$ cat src/rtl/mips_bus_pkg.sv
// Shared definitions for the MIPS Avalon bus slice.
//   arb_state_t     : arbiter FSM states; the encoding doubles as the one-hot
//                     grant vector (bit0 = m0, bit1 = m1, 0 = idle).
//   ARB_NUM_MASTERS : number of masters sharing the slave.
//   DEF_ADDR_W/DEF_DATA_W : default bus widths.
package mips_bus_pkg;

  localparam int ARB_NUM_MASTERS = 2;
  localparam int DEF_ADDR_W      = 32;
  localparam int DEF_DATA_W      = 32;

  typedef enum logic [1:0] {
    IDLE = 2'b00,
    OWN0 = 2'b01,
    OWN1 = 2'b10
  } arb_state_t;

endpackage

$ cat src/rtl/mips_arb_pick.sv
// Combinational tie-break for the two-master arbiter.
//   req[1:0]   : in  request vector (bit0 = m0, bit1 = m1)
//   last_owner : in  master that completed the most recent transaction
//   winner     : out selected master (0 = m0, 1 = m1); don't care when req == 0
// Build option: MIPS_ARB_ROUND_ROBIN_EN defined -> ties go to the master that
// is not last_owner; undefined -> m1 (data port) always wins ties.
module mips_arb_pick
  import mips_bus_pkg::*;
(
  input  logic [ARB_NUM_MASTERS-1:0] req,
  input  logic                       last_owner,
  output logic                       winner
);

`ifdef MIPS_ARB_ROUND_ROBIN_EN
  always_comb begin
    winner = 1'b0;
    if (req[1] && !req[0])
      winner = 1'b1;
    else if (req[0] && req[1])
      winner = ~last_owner;
  end
`else
  // Fixed priority never consults last_owner.
  logic unused_last_owner;
  assign unused_last_owner = last_owner;

  always_comb begin
    winner = 1'b0;
    if (req[1])
      winner = 1'b1;
  end
`endif

endmodule

$ cat src/rtl/mips_avalon_arbiter.sv
// Two-master / one-slave Avalon-MM arbiter: instruction fetch (m0) and data
// (m1) ports of the MIPS core share a single memory slave. One whole
// transaction is granted at a time; the losing master is stalled with
// waitrequest, and an idle cycle always separates two grants so the slave
// sees its strobes drop.
// Ports:
//   clk, rst (asynchronous, active-low)
//   m0_*/m1_* : master-side address/read/write/writedata/byteenable in,
//               waitrequest/readdata out
//   s_*       : slave-side address/read/write/writedata/byteenable out,
//               waitrequest/readdata in
//   grant     : registered one-hot owner (bit0 = m0, bit1 = m1), 0 when idle
// Build option: MIPS_ARB_ROUND_ROBIN_EN selects round-robin tie-break
// (see mips_arb_pick); default is fixed priority to m1.
module mips_avalon_arbiter
  import mips_bus_pkg::*;
#(
  parameter int ADDR_W = DEF_ADDR_W,
  parameter int DATA_W = DEF_DATA_W
) (
  input  logic                clk,
  input  logic                rst,
  input  logic [ADDR_W-1:0]   m0_address,
  input  logic                m0_read,
  input  logic                m0_write,
  input  logic [DATA_W-1:0]   m0_writedata,
  input  logic [DATA_W/8-1:0] m0_byteenable,
  output logic                m0_waitrequest,
  output logic [DATA_W-1:0]   m0_readdata,
  input  logic [ADDR_W-1:0]   m1_address,
  input  logic                m1_read,
  input  logic                m1_write,
  input  logic [DATA_W-1:0]   m1_writedata,
  input  logic [DATA_W/8-1:0] m1_byteenable,
  output logic                m1_waitrequest,
  output logic [DATA_W-1:0]   m1_readdata,
  output logic [ADDR_W-1:0]   s_address,
  output logic                s_read,
  output logic                s_write,
  output logic [DATA_W-1:0]   s_writedata,
  output logic [DATA_W/8-1:0] s_byteenable,
  input  logic                s_waitrequest,
  input  logic [DATA_W-1:0]   s_readdata,
  output logic [1:0]          grant
);

  arb_state_t                 state;
  logic                       last_owner;
  logic [ARB_NUM_MASTERS-1:0] req;
  logic                       winner;

  assign req = {m1_read | m1_write, m0_read | m0_write};

  mips_arb_pick u_pick (
    .req        (req),
    .last_owner (last_owner),
    .winner     (winner)
  );

  // The state encoding is the grant vector, so grant is a register output.
  assign grant = state;

  always_ff @(posedge clk or negedge rst) begin
    if (!rst) begin
      state      <= IDLE;
      last_owner <= 1'b1;
    end else begin
      case (state)
        IDLE: begin
          if (|req)
            state <= winner ? OWN1 : OWN0;
        end
        OWN0: begin
          // A dropped request abandons the grant without crediting m0.
          if (!req[0]) begin
            state <= IDLE;
          end else if (!s_waitrequest) begin
            state      <= IDLE;
            last_owner <= 1'b0;
          end
        end
        OWN1: begin
          if (!req[1]) begin
            state <= IDLE;
          end else if (!s_waitrequest) begin
            state      <= IDLE;
            last_owner <= 1'b1;
          end
        end
        default: state <= IDLE;
      endcase
    end
  end

  always_comb begin
    s_address      = '0;
    s_read         = 1'b0;
    s_write        = 1'b0;
    s_writedata    = '0;
    s_byteenable   = '0;
    m0_waitrequest = req[0];
    m1_waitrequest = req[1];
    case (state)
      OWN0: begin
        s_address      = m0_address;
        s_read         = m0_read;
        s_write        = m0_write;
        s_writedata    = m0_writedata;
        s_byteenable   = m0_byteenable;
        m0_waitrequest = s_waitrequest;
      end
      OWN1: begin
        s_address      = m1_address;
        s_read         = m1_read;
        s_write        = m1_write;
        s_writedata    = m1_writedata;
        s_byteenable   = m1_byteenable;
        m1_waitrequest = s_waitrequest;
      end
      default: ;
    endcase
  end

  assign m0_readdata = s_readdata;
  assign m1_readdata = s_readdata;

endmodule
$ cat config.mk
export PLATFORM = sky130hd
export DESIGN_NAME = mips_avalon_arbiter
export DESIGN_NICKNAME = d
export VERILOG_FILES = /design/src/rtl/mips_bus_pkg.sv /design/src/rtl/mips_arb_pick.sv /design/src/rtl/mips_avalon_arbiter.sv
export SDC_FILE = /design/constraint.sdc
export NUM_CORES = 1
export LEC_CHECK = 0
export BUFFER_PORTS_ARGS = -buffer_cell sky130_fd_sc_hd__buf_2
export CAP_MARGIN = 20
export CORE_AREA = 2 2 121 123
export DETAILED_ROUTE_END_ITERATION = 7
export DIE_AREA = 0 0 123 125
export SYNTH_ARGS = -nofsm -noshare
export SYNTH_HDL_FRONTEND = slang
export SYNTH_HIERARCHICAL = 1
export SYNTH_SLANG_ARGS = --single-unit
$ cat constraint.sdc
create_clock -name clk -period 1.33 [get_ports clk]
set_input_delay 0 -clock clk [delete_from_list [all_inputs] [get_ports clk]]
set_output_delay 0 -clock clk [all_outputs]
set_load 0.02 [all_outputs]
==> reports/qor.yml <==
status: "complete, but fails checks"
violations: "negative setup slack"
dieArea_um2: 15400
dp_slack_ns: -0.118
fillCellCount: 1536
place_area_um2: 3040
globalRouteTotalUtil_pct: 8.76
layout_commonest_cell: "buf_2"
hold_viol_final: 0
diodes: 0
port_buffers: 216
grt_pass1_vias: 2447
critPathKind: "register to output pin"
wirelength_um: 8480
cts.clk_slew.worst_paths_ns: 0.03
startpoint_type: "register"
wl_per_cell_um: 13.8
r2r-end: "grant[1]"
finalNonFillerCells: 616
skew_ns: 0.00124
p_int_mw: 4.56
drt-initial-drc-count: 59
io_pins: 313
leakagePower_nw: 1.73
first_pass_iters: 6
clock_insertion_delay_worst_skew_ns: 0.22
fp-row-count: 44
numCtsBuffers: 3
final.min_clock_period_ns: 1.63
cp_max_fo: 26
clockRootBuffer: "clkbuf_16"
seqPwrFrac_pct: 1.6
die_h_um: 125
fin_nets: 615
synth_area_um2: 1800
worst_slack_ns: -0.302
crit_path_end_kind: "output pin"
r2r_slack_ns: 0.02
min_from: "s_readdata[8]"
area_delta_synth_final_pct: 111
switching_share_pct: 43.4
fin_crit_sh_pct: 123
ys_warn_count: 6
max_freq_ghz: 0.613
cts.sinks: 2
finalMaxSlewViolations: 0
largest_register_ffs: 2
r2r.worst_path.cells: 7
drv_cap: 0
cts_max_level: 1
combPwrFrac_pct: 92.9
worstMarginPinSlew_ns: 0.256
p_per_area_nw_per_um2: 2120
syn_inst: 262
p_sw_mw: 3.49
antenna_found_initial: 0
cts_tree: "built"
avgSynthCellArea_um2: 6.88
dpl.hpwl_um: 5930
fin_util_pct: 26.7
holdWs_ns: 0.00000972
final_area_um2: 3800
vias: 2495
worst_ep_arrival_time_ns: 1.63
synth_nets: 443
setup-tns-final_ns: -15.57
dp.cells: 594
core_area_um2: 14200
overflow: 0
grt_max_degree: 41
rsz0062_at_grt: "yes"
min_path_cells: 0
final_cell_mix: "buf_2, nor2b_2, a22oi_1"
drive_gt1_share_pct: 85.2
drc_errors: 0
place.gp.congestion: 0.775
grt_pass1_wl_um: 11000
irDropWorstVdd_mv: 0.538
total_power_mw: 8.05
p_clk_share_pct: 5.5
die_w_um: 123
min_path_type: "input pin to output pin"
cp_data_required_time_ns: 1.33
detail-route-antenna-nets: 0
floorplan.initialDensity_pct: 12.7
worstReg2RegStart: "grant[0]"
min_to: "m0_readdata[8]"
finalSetupViolCount: 72
post_drt_via_cell_ratio: 4.05
max_slew_margin_pct: 83.0
max-clock-path-buffers: 2
## power groups by stage
| stage | Sequential [mW] | Clock, mW | Combinational (mW) |
|---|---|---|---|
| after floorplan | 0.147 | 0 | 3.90 |
| after global placement | 0.108 | 0 | 5.57 |
| after detailed placement | 0.109 | 0 | 5.56 |
| after CTS | 0.126 | 0.452 | 6.49 |
| after global routing | 0.132 | 0.456 | 8.04 |
| final | 0.127 | 0.444 | 7.48 |
## worst max-delay path: stages (launching register included)
cell,delay (ns)
dfrtp_2,0.42
buf_6,0.13
ha_4,0.18
buf_12,0.16
buf_4,0.15
a22oi_2,0.16
nor2b_2,0.05
buf_2,0.15
## cell type report
class | instances | area (um2) | share of cell area, %
Multi-Input combinational cell | 167 | 1590 | 41.8
Clock buffer | 3 | 75.1 | 1.98
Inverter | 5 | 23.8 | 0.626
Timing Repair Buffer | 255 | 1830 | 48.2
Sequential cell | 2 | 52.6 | 1.38
Tap cell | 184 | 230 | 6.06
## per-layer routing
metal	up-vias	GRT usage [%]	routed length, um
met2	165	18.4	4600
met1	1113	7.96	2800
met3	24	1.60	918
li1	1193	-	-
met4	0	3.21	168
met5	-	0	0
## worst max path at each step
stage,slack (ns),startpoint,depth (start not counted),to
2_1_floorplan,-0.04,grant[1],4,s_address[20]
3_3_place_gp,-0.13,grant[1],5,s_writedata[27]
3_5_place_dp,-0.12,grant[0],7,s_address[13]
4_1_cts,-0.28,grant[0],7,s_address[17]
5_1_grt,-0.34,grant[1],6,s_writedata[10]
6_report,-0.30,grant[0],7,s_address[15]
## what timing repair did
item	CTS	global route
endpoints found under the hold margin	2	0
hold buffers	1	0
gates cloned	1	6
setup endpoints to repair	74	74
pin swaps	11	1
buffers inserted	4	9
gates resized for setup	109	18
(Power assumes the default switching activity.)
